**src/rtl/layer_fetch_arbiter.sv**
```systemverilog
// Round-robin arbiter that shares one pixel-memory read port among the layer draw units.
// Each grant is one fixed-length read burst; returned words are steered to the grantee only.
module layer_fetch_arbiter #(
    parameter int pNumReq    = 4,
    parameter int pAddrWidth = 19,
    parameter int pDataWidth = 16,
    parameter int pBurstLen  = 8
) (
    input  logic                          iClk,
    input  logic                          iRst,
    input  logic                          iFe,
    input  logic [pNumReq-1:0]            iReq,
    input  logic [pNumReq*pAddrWidth-1:0] iReqAddr,
    output logic [pNumReq-1:0]            oGnt,
    output logic [pAddrWidth-1:0]         oMemAddr,
    output logic                          oMemRe,
    input  logic                          iMemRdy,
    input  logic [pDataWidth-1:0]         iMemRd,
    input  logic                          iMemRvd,
    output logic [pDataWidth-1:0]         oRd,
    output logic [pNumReq-1:0]            oRvd,
    output logic                          oBusy,
    output logic [1:0]                    oState
);

    localparam int PtrW = $clog2(pNumReq);
    localparam int CntW = $clog2(pBurstLen) + 1;
    localparam logic [CntW-1:0] BurstLast = CntW'(pBurstLen - 1);
    localparam logic [CntW-1:0] BurstFull = CntW'(pBurstLen);
    localparam logic [PtrW:0]   NumReqW   = (PtrW + 1)'(pNumReq);

    typedef enum logic [1:0] {
        IDLE  = 2'd0,
        ISSUE = 2'd1,
        DRAIN = 2'd2
    } state_t;

    // Handshake: a command is transferred on every rising edge where oMemRe and iMemRdy
    // are both high; oMemAddr is stable while oMemRe waits for iMemRdy. Returned words
    // carry no backpressure: iMemRvd qualifies iMemRd for exactly one cycle, in order.

    state_t                state;
    state_t                state_nxt;
    logic [PtrW-1:0]       ptr;
    logic [PtrW-1:0]       owner;
    logic [PtrW-1:0]       pick_idx;
    logic [PtrW-1:0]       cand;
    logic [PtrW-1:0]       ptr_after;
    logic [PtrW:0]         sum;
    logic [PtrW:0]         owner_inc;
    logic                  pick_valid;
    logic [pAddrWidth-1:0] base;
    logic [pAddrWidth-1:0] pick_addr;
    logic [CntW-1:0]       issue_cnt;
    logic [CntW-1:0]       rtn_cnt;
    logic                  fe_pend;
    logic                  accept;
    logic                  issue_done;
    logic                  drain_done;

    // Walk from the highest offset down so the smallest offset from ptr wins last.
    always_comb begin
        pick_valid = 1'b0;
        pick_idx   = '0;
        sum        = '0;
        cand       = '0;
        for (int i = pNumReq - 1; i >= 0; i--) begin
            sum = {1'b0, ptr} + (PtrW + 1)'(i);
            if (sum >= NumReqW) begin
                sum = sum - NumReqW;
            end
            cand = sum[PtrW-1:0];
            if (iReq[cand]) begin
                pick_valid = 1'b1;
                pick_idx   = cand;
            end
        end
    end

    always_comb begin
        pick_addr = '0;
        for (int k = 0; k < pNumReq; k++) begin
            if (pick_idx == PtrW'(k)) begin
                pick_addr = iReqAddr[k*pAddrWidth +: pAddrWidth];
            end
        end
    end

    // A frame end seen at any point of the burst restarts the rotation at requester 0.
    always_comb begin
        owner_inc = {1'b0, owner} + (PtrW + 1)'(1);
        if (owner_inc >= NumReqW) begin
            owner_inc = '0;
        end
        ptr_after = (fe_pend || iFe) ? '0 : owner_inc[PtrW-1:0];
    end

    assign accept     = (state == ISSUE) && iMemRdy;
    assign issue_done = accept && (issue_cnt == BurstLast);
    assign drain_done = (rtn_cnt == BurstFull);

    assign oMemRe   = (state == ISSUE);
    assign oMemAddr = oMemRe ? (base + pAddrWidth'(issue_cnt)) : '0;
    assign oBusy    = (state != IDLE);
    assign oState   = state;

    always_ff @(posedge iClk or negedge iRst) begin
        if (!iRst) begin
            state <= IDLE;
        end else begin
            state <= state_nxt;
        end
    end

    always_comb begin
        state_nxt = state;
        unique case (state)
            IDLE:    if (pick_valid) state_nxt = ISSUE;
            ISSUE:   if (issue_done) state_nxt = DRAIN;
            DRAIN:   if (drain_done) state_nxt = IDLE;
            default: state_nxt = IDLE;
        endcase
    end

    always_ff @(posedge iClk or negedge iRst) begin
        if (!iRst) begin
            oGnt      <= '0;
            oRd       <= '0;
            oRvd      <= '0;
            ptr       <= '0;
            owner     <= '0;
            base      <= '0;
            issue_cnt <= '0;
            rtn_cnt   <= '0;
            fe_pend   <= 1'b0;
        end else begin
            oRd  <= iMemRd;
            oRvd <= oGnt & {pNumReq{iMemRvd}};
            unique case (state)
                IDLE: begin
                    fe_pend <= 1'b0;
                    if (iFe) begin
                        ptr <= '0;
                    end
                    if (pick_valid) begin
                        oGnt      <= {{(pNumReq-1){1'b0}}, 1'b1} << pick_idx;
                        owner     <= pick_idx;
                        base      <= pick_addr;
                        issue_cnt <= '0;
                        rtn_cnt   <= '0;
                    end
                end
                ISSUE: begin
                    if (accept) begin
                        issue_cnt <= issue_cnt + CntW'(1);
                    end
                    if (iMemRvd) begin
                        rtn_cnt <= rtn_cnt + CntW'(1);
                    end
                    if (iFe) begin
                        fe_pend <= 1'b1;
                    end
                end
                DRAIN: begin
                    if (drain_done) begin
                        oGnt    <= '0;
                        ptr     <= ptr_after;
                        fe_pend <= 1'b0;
                    end else begin
                        if (iMemRvd) begin
                            rtn_cnt <= rtn_cnt + CntW'(1);
                        end
                        if (iFe) begin
                            fe_pend <= 1'b1;
                        end
                    end
                end
                default: begin
                    oGnt <= '0;
                end
            endcase
        end
    end

endmodule

```
**config.mk**
```make
export PLATFORM = sky130hd
export DESIGN_NAME = layer_fetch_arbiter
export DESIGN_NICKNAME = d
export VERILOG_FILES = /design/src/rtl/layer_fetch_arbiter.sv
export SDC_FILE = /design/constraint.sdc
export NUM_CORES = 1
export LEC_CHECK = 0
export ABC_CLOCK_PERIOD_IN_PS = 2700
export CAP_MARGIN = 20
export CORE_AREA = 5 5 94 79
export CTS_CLUSTER_SIZE = 20
export DETAILED_ROUTE_END_ITERATION = 8
export DIE_AREA = 0 0 99 84
export DONT_BUFFER_PORTS = 1
export PLACE_DENSITY = 0.71
export RECOVER_POWER = 100
export SETUP_SLACK_MARGIN = 0.02
export SYNTH_ARGS = -nofsm -noshare
export SYNTH_HDL_FRONTEND = slang
export SYNTH_SLANG_ARGS = --single-unit
```
**constraint.sdc**
```tcl
create_clock -name iClk -period 2.7 [get_ports iClk]
set_clock_uncertainty 0.2 [all_clocks]
set_input_delay 0.54 -clock iClk [delete_from_list [all_inputs] [get_ports iClk]]
set_output_delay 0.54 -clock iClk [all_outputs]
set_load 0.005 [all_outputs]
```
## After elaboration in Yosys (flattened, before gate mapping)

Index checks and enable logic that the tools add are counted.

- Add/sub/neg operators: 11
- Order comparisons: 9
- Equality and inequality tests: 13
- Shifts and indexed selects: 1
- Muxes and demuxes: 46
- Bitwise logic cells: 2
- Reduce and logical (&&, ||, !) cells: 15

Operators with widths:

| cell | count |
|---|---|
| 19-bit two-way mux | 5 |
| 2-bit two-way mux | 15 |
| 4-bit two-way mux | 6 |
| 4-bit case mux with 3 select lines | 2 |
| 19-bit by 4-bit adder with 19-bit output | 1 |
| 3-bit AND reduction | 5 |
| 3-bit greater-or-equal comparator (second input constant) | 4 |
| 2-bit by 3-bit less-than comparator with 1-bit output (second input constant) | 4 |
| 1-bit two-way mux | 10 |
| 4-bit by 1-bit adder with 4-bit output (second input constant) | 2 |
| 1-bit binary-select mux with 2-bit select | 4 |
| 2-bit inequality test (second input constant) | 4 |
| 4-bit case mux with 2 select lines | 1 |
| 2-bit by 1-bit subtractor with 2-bit output (second input constant) | 4 |
| 2-bit by 1-bit adder with 3-bit output (second input constant) | 2 |
| 2-bit by 2-bit adder with 3-bit output (second input constant) | 2 |
| 2-bit == test (second input constant) | 3 |
| 2-bit case mux with 3 select lines | 1 |
| 2-bit nonzero test | 3 |
| 4-bit bitwise AND | 1 |
| 2-bit by 1-bit == test with 1-bit output (second input constant) | 2 |
| 4-bit by 3-bit == test with 1-bit output (second input constant) | 1 |
| 4-bit == test (second input constant) | 1 |
| 2-bit logical NOT | 2 |
| other kinds (10) | 12 |

- Bits in registers: 58
- Output and inout port bits: 47

## Logic depth before layout (Yosys ltp)

Gate-level depths: netlist (run 1).

- Depth in word-level cells: 14
- Gate-level depth with buffers: 9

## Least setup slack after synthesis (run 1)

No wires, ideal clock.

- Path kind: flip-flop to output port
- Start point: register issue_cnt[0]
- End point: output oMemAddr[18]
- Arrival: 1.821 ns
- Setup slack: 0.139 ns
- Stages on the path, launching flop included: 8
- Buffers on the path: 0
- Cells stage by stage: dfrtp_1 > ha_1 > fa_1 > a21o_1 > a21o_1 > nand3_1 > o21ai_0 > a21boi_0

- Cells in the longest elaborated chain, start to end: 2

RTL lines:

| item | RTL line | RTL |
|---|---|---|
| start, declared | 54 | `logic [CntW-1:0] issue_cnt;` |
| start signal, assigned | 155 | `issue_cnt <= issue_cnt + CntW'(1);` |
| 19-bit by 4-bit adder with 19-bit output | 103 | `assign oMemAddr = oMemRe ? (base + pAddrWidth'(issue_cnt)) : '0;` |
| 19-bit two-way mux | 103 |  |
| end, declared | 15 | `output logic [pAddrWidth-1:0] oMemAddr,` |

Every way passes these cells.

## Worst setup path in the final report (run 1)

- Start point: register base[0]
- End point: output oMemAddr[4]

- Cells in the longest elaborated chain, start to end: 2

RTL lines:

| item | RTL line | RTL |
|---|---|---|
| start, declared | 52 | `logic [pAddrWidth-1:0] base;` |
| start signal, assigned | 148 | `base <= pick_addr;` |
| 19-bit by 4-bit adder with 19-bit output | 103 |  |
| 19-bit two-way mux | 103 |  |

Every way passes these cells.

==> impl_metrics.json, run 1 <==
{
  "syn_inst": 339,
  "grt_pass1_wl_um": 13800,
  "grt_max_degree": 59,
  "yosysMostFrequentCell": "dfrtp_1",
  "slew_headroom_pct": 6.18,
  "cp.arrival_ps": 2100,
  "postRouteAntennaNets": 0,
  "hpwl_um": 6410,
  "clk_latency_ps": 330,
  "port_buffers": 0,
  "synth_compound_area_share_pct": 15.5,
  "max_freq_mhz": 353,
  "syn_area_per_cell_sq_um": 9.99,
  "place_congestion": 0.843,
  "synth_top_family_by_area": "simple AND/OR/NAND/NOR gates",
  "nets": 467,
  "synthXorXnorAreaFrac_pct": 4.40,
  "rsz0062_at_grt": "true",
  "cts.clk_slew.worst_paths_ps": 70,
  "required_ps": 1960,
  "die_h_um": 84,
  "syn_to_final_growth_pct": 11.5,
  "holdPathEnd": "oRd[5]",
  "min_path_type": "primary input to flip-flop",
  "rows": 27,
  "die_w_um": 99,
  "worstMarginPinSlew_ps": 1410,
  "wirelength_um": 8590,
  "syn_nets": 453,
  "critPathMaxFanout": 6,
  "ys_seq_elements": 58,
  "reg2reg_depth": 7,
  "wire_per_inst_um": 19.3,
  "ys_warn_count": 0,
  "avgViaCountPerCell": 5.95,
  "grt_usage_pct": 21.2,
  "final_layout_size_suffix_gt1_share_pct": 13.1,
  "cts_tree": "yes",
  "final_cell_count_no_fill": 445,
  "initial_core_util_pct": 51.9,
  "cts_made_buffers": 9,
  "dr.pass1.iters": 4,
  "htree_levels": 3,
  "finalCriticalPeriod_ps": 2840,
  "yosysSeqAreaShare_pct": 42.9,
  "p_per_area_mw_per_mm2": 1080,
  "clockBufferDepth": 2,
  "r2r_slack_ps": 110,
  "cellLeakagePower_nw": 1.64,
  "synth_top_area_share_pct": 42.9,
  "dp_slack_ps": -16.0,
  "timing.critical_path.from_type": "flip-flop",
  "placeableCoreArea_sq_mm": 0.00652,
  "synthTopCellsByCount": "58 x dfrtp_1, 26 x mux2i_1, 25 x nor2_1, 24 x and2_1, 23 x a211oi_1",
  "io_pins": 148,
  "synth_adder_area_share_pct": 5.02,
  "async_reset_ff_share_pct": 100,
  "timing.rr.end": "base[0]",
  "finalCritPeriodShare_pct": 105,
  "synth_area_sq_mm": 0.00339,
  "crit-reg2reg-launch": "oState[0]",
  "gr-total-overflow": 0,
  "synth-edff-count": 0,
  "cts.sinks": 58,
  "place_inst": 421,
  "antenna_cells": 0,
  "vias": 2647,
  "hold_start": "iMemRd[5]",
  "cts_root_buffer": "clkbuf_8",
  "cap_violations": 0,
  "antenna_found_initial": 0,
  "yosysUniqueCellTypes": 42,
  "end_kind": "output pin",
  "tns_ps": -1150,
  "status": "complete, but fails checks",
  "finalHoldViolCount": 0,
  "synth_mux_area_share_pct": 8.02,
  "holdPathStages": 0,
  "setup-violations-final": 15,
  "dieArea_sq_mm": 0.00832,
  "setup_ws_ps": -136,
  "synth_top_area_cell": "dfrtp_1",
  "grt_pass1_vias": 2678,
  "failed_checks": "setup timing",
  "synthTopCellsByArea": "dfrtp_1 43%, mux2i_1 7.7%, a211oi_1 5.1%",
  "vdd_ir_drop_max_uv": 406,
  "timing_worst_setup_path_type": "flip-flop to output pin",
  "drc": 0,
  "synth_ff_type": "dfrtp_1",
  "drt_iter0_drc": 165,
  "drv_slew": 0,
  "synthSimpleGateAreaFrac_pct": 19.5
}
-- logic make-up after synthesis --
| logic type | after synthesis |
|---|---|
| flip-flops | 58 |
| AND/OR/NAND/NOR | 122 |
| AO/OA/AOI/OAI | 72 |
| buffers and inverters | 30 |
| multiplexers | 27 |
| XOR/XNOR | 17 |
| adder cells (fa/ha/maj) | 13 |
-- power by group --
part           total (mW)  switching, mW  internal [mW]  leakage, nW
Clock               0.819          0.344          0.475       0.0986
Combinational        1.81           1.04          0.776        0.825
Sequential           1.44          0.300           1.14        0.712
Total                4.07           1.68           2.39         1.64
-- critical path, stage by stage (launching register included) --
cell and delay [ps]:
dfrtp_1 380, ha_2 200, fa_2 340, a21o_1 200, a21o_4 230, buf_4 140, xnor2_2 120, and2_4 160
-- placed cells by master, fill, tap and decap left out, drive strengths merged, types with 2 or more instances in the layout --
cell type and n:
a21o 3, nor3 3, or4 2, nor2b 3, nand4 6, and2 24, nand2 18, inv 14
mux2i 26, ha 12, or3 2, o221ai 5, buf 12, xnor2 13, nor2 25, xor2 4
clkinvlp 2, a32o 5, dfrtp 58, a21boi 3, o21ai 14, a211oi 26, nand4b 2, and3 16
o211ai 2, nand3 18, a21oi 7, clkbuf 18, nand3b 2, o21a 2, a221oi 2
-- flip-flops by register name (all words and copies together), names as in the netlist --
| name | count |
|---|---|
| ptr | 2 |
| fe_pend | 1 |
| oRd | 16 |
| oGnt | 4 |
| issue_cnt | 4 |
| oRvd | 4 |
| owner | 2 |
| rtn_cnt | 4 |
| base | 19 |
| oState | 2 |
-- per-layer routing --
| metal | global-route usage [%] | wire (um) | part of all wire [%] |
|---|---|---|---|
| met5 | 0 | 0 | 0 |
| met4 | 5.96 | 111 | 1.3 |
| met3 | 8.35 | 642 | 7.5 |
| met2 | 33.2 | 4100 | 48 |
| met1 | 27.0 | 3740 | 44 |
-- cell type report --
type / count / area [sq um]
clock inverters: 4 / 50.0
flip-flops and latches: 58 / 1450
inverters: 14 / 52.6
repair buffers: 19 / 130
fillers: 582 / 2750
well taps: 87 / 109
multi-input cells: 251 / 1830
clock buffers: 12 / 155
-- what timing repair did --
item / 4_1_cts / 5_1_grt
gates resized for setup: 15 / 2
setup endpoints to repair: 14 / 16
endpoints found under the hold margin: 58 / 0
setup buffers: 5 / 1
hold buffers: 2 / 0
pin swaps: 16 / 7
-- worst max path at each step --
stage                       from           end  slack (ps)  cells after the start
global placement         base[0]  oMemAddr[18]          50                      7
detailed placement       base[0]  oMemAddr[18]         -20                      7
global route        issue_cnt[0]  oMemAddr[16]        -230                      7
finish                   base[0]   oMemAddr[4]        -140                      7
floorplan           issue_cnt[0]  oMemAddr[18]         140                      7
CTS                      base[0]  oMemAddr[16]        -160                      7
-- through the flow --
stage               cell area [sq um]  utilization (%)  hold WS [ps]  total power, mW
finish                           3770             57.9          29.5             4.07
global route                     3770             57.9          1.68             4.41
CTS                              3820             58.6          7.15             4.16
detailed placement               3480             53.4          46.0             3.20
global placement                 3480             53.4          46.1             3.15
floorplan                        3390                -          44.4             2.74
Note: power is estimated with default switching activity, not from simulation.
==> run 2: changes to the inputs <==
CAP_MARGIN = default   (was 20)
==> results of run 2 <==
The final DEF is identical to that of run 1; final timing and power are the same.
==> run 3: changes to the inputs <==
CORE_AREA = 2 2 103 85   (was 5 5 94 79)
DIE_AREA = 0 0 105 87   (was 0 0 99 84)
DONT_BUFFER_PORTS = default   (was 1)
PLACE_DENSITY = 0.82   (was 0.71)
==> impl_metrics.json, run 3 (synthesis gave the netlist of run 1 again) <==
{
  "status": "complete, but fails checks",
  "failed_checks": "setup timing",
  "io_pins": 148,
  "fill_cells": 644,
  "drc": 0,
  "gr-total-overflow": 0,
  "rows": 30,
  "clockBufferDepth": 2,
  "postPlaceCellArea_sq_mm": 0.00530,
  "reg2reg_depth": 7,
  "drv_slew": 0,
  "finalCritPeriodShare_pct": 110,
  "max_freq_mhz": 338,
  "mostFrequentLayoutCell": "clkdlybuf4s50_1",
  "finalHoldViolCount": 0,
  "critPathMaxFanout": 6,
  "die_w_um": 105,
  "timing.rr.end": "base[1]",
  "seq_area_sq_mm": 0.00145,
  "crit-reg2reg-launch": "oState[0]",
  "nets": 659,
  "setup-violations-final": 17,
  "min_path_type": "flip-flop to flip-flop",
  "rsz0062_at_grt": "true",
  "switching_power_mw": 2.00,
  "dr.pass1.iters": 4,
  "holdPathEnd": "rtn_cnt[2]",
  "drt_iter0_drc": 193,
  "required_ps": 1960,
  "r2r_slack_ps": 80,
  "cts.sinks": 58,
  "reg_top3": "base: 19 flops, oRd: 16 flops",
  "timing_worst_setup_path_type": "flip-flop to output pin",
  "grt_max_degree": 26,
  "grt_usage_pct": 23.5,
  "avgViaCountPerCell": 5.22,
  "postRouteAntennaNets": 0,
  "largest_reg_flops": 19,
  "internal-power_mw": 3.14,
  "cap_violations": 0,
  "clockPowerShare_pct": 17.2,
  "finalCriticalPeriod_ps": 2960,
  "cp.arrival_ps": 2220,
  "setup_ws_ps": -257,
  "design_area_sq_mm": 0.00568,
  "placeableCoreArea_sq_mm": 0.00818,
  "place_inst": 630,
  "cts_made_buffers": 9,
  "hpwl_um": 8080,
  "vdd_ir_drop_max_uv": 359,
  "swShare_pct": 38.9,
  "grt_pass1_vias": 3503,
  "final_layout_size_suffix_gt1_share_pct": 21.8,
  "hold_start": "rtn_cnt[2]",
  "grt_pass1_wl_um": 17100,
  "initial_core_util_pct": 41.4,
  "timing.critical_path.from_type": "flip-flop",
  "clk_latency_ps": 330,
  "antenna_cells": 0,
  "pwr-share-seq_pct": 26.6,
  "cts_root_buffer": "clkbuf_8",
  "wirelength_um": 10900,
  "slew_headroom_pct": 22.3,
  "p_per_area_mw_per_mm2": 905,
  "end_kind": "output pin",
  "most-common-layout-cells": "84 x clkdlybuf4s50_1, 58 x dfrtp_1, 47 x buf_4",
  "multi_input_area_sq_mm": 0.00194,
  "place_congestion": 0.814,
  "final_cell_count_no_fill": 662,
  "die_h_um": 87,
  "totalPowerFinal_mw": 5.15,
  "dieArea_sq_mm": 0.00914,
  "cts_tree": "yes",
  "antenna_found_initial": 0,
  "wire_per_inst_um": 16.5,
  "max_flop_register": "base",
  "htree_levels": 3,
  "port_buffers": 147,
  "syn_to_final_growth_pct": 67.8,
  "cellLeakagePower_nw": 2.51,
  "holdPathStages": 1,
  "worstMarginPinSlew_ps": 1170,
  "vias": 3455,
  "combPwrFrac_pct": 56.2,
  "cts.clk_slew.worst_paths_ps": 70
}
run 3: routing by layer:
layer	global-route usage, %	up-vias	routed length, um
met2	40.7	136	5550
met3	7.48	4	738
li1	-	1642	-
met1	29.1	1673	4550
met4	4.85	0	46
met5	0	-	0
run 3: worst max-delay path, stage by stage, from the launching register on:
cell and delay [ps]:
dfrtp_1 380, ha_2 190, fa_2 350, a21o_1 200, a21o_4 260, nand4_1 130
xnor2_1 130, and2_1 130, buf_2 110
run 3: cell type report:
type	instances	share of cell area (%)
multi-input combinational	251	34.1
timing repair buffer	211	33.1
sequential	58	25.5
clock buffer	11	2.49
tap	112	2.47
clock inverter	5	1.36
inverter	14	0.924
run 3: timing repair:
item / 4_1_cts / 5_1_grt
gates resized for setup: 92 / 19
buffers inserted: 13 / 3
pin swaps: 29 / 17
endpoints found under the hold margin: 19 / 0
endpoints found under the setup margin: 19 / 18
hold buffers: 1 / 0
run 3: power groups by stage:
stage / Combinational, mW / Clock (mW) / Sequential, mW
floorplan: 1.39 / 0 / 1.35
global placement: 2.61 / 0 / 1.34
detailed placement: 2.69 / 0 / 1.37
CTS: 2.79 / 0.899 / 1.35
global route: 3.14 / 0.949 / 1.40
finish: 2.89 / 0.885 / 1.37
run 3: worst max path at each step:
stage | from | to | depth (start not counted)
finish | base[0] | oMemAddr[16] | 8
global route | base[0] | oMemAddr[16] | 8
CTS | issue_cnt[0] | oMemAddr[16] | 8
detailed placement | base[0] | oMemAddr[12] | 8
global placement | base[0] | oMemAddr[18] | 8
floorplan | issue_cnt[0] | oMemAddr[18] | 7
run 3: metrics by stage:
step	utilization (%)	TNS, ps	worst slack [ps]	hold slack, ps
CTS	69.2	-2830	-265	322
detailed placement	64.7	-5080	-519	313
finish	69.5	-2850	-257	321
floorplan	-	0	139	44.4
global route	69.5	-5420	-370	339
global placement	64.7	-3830	-414	271
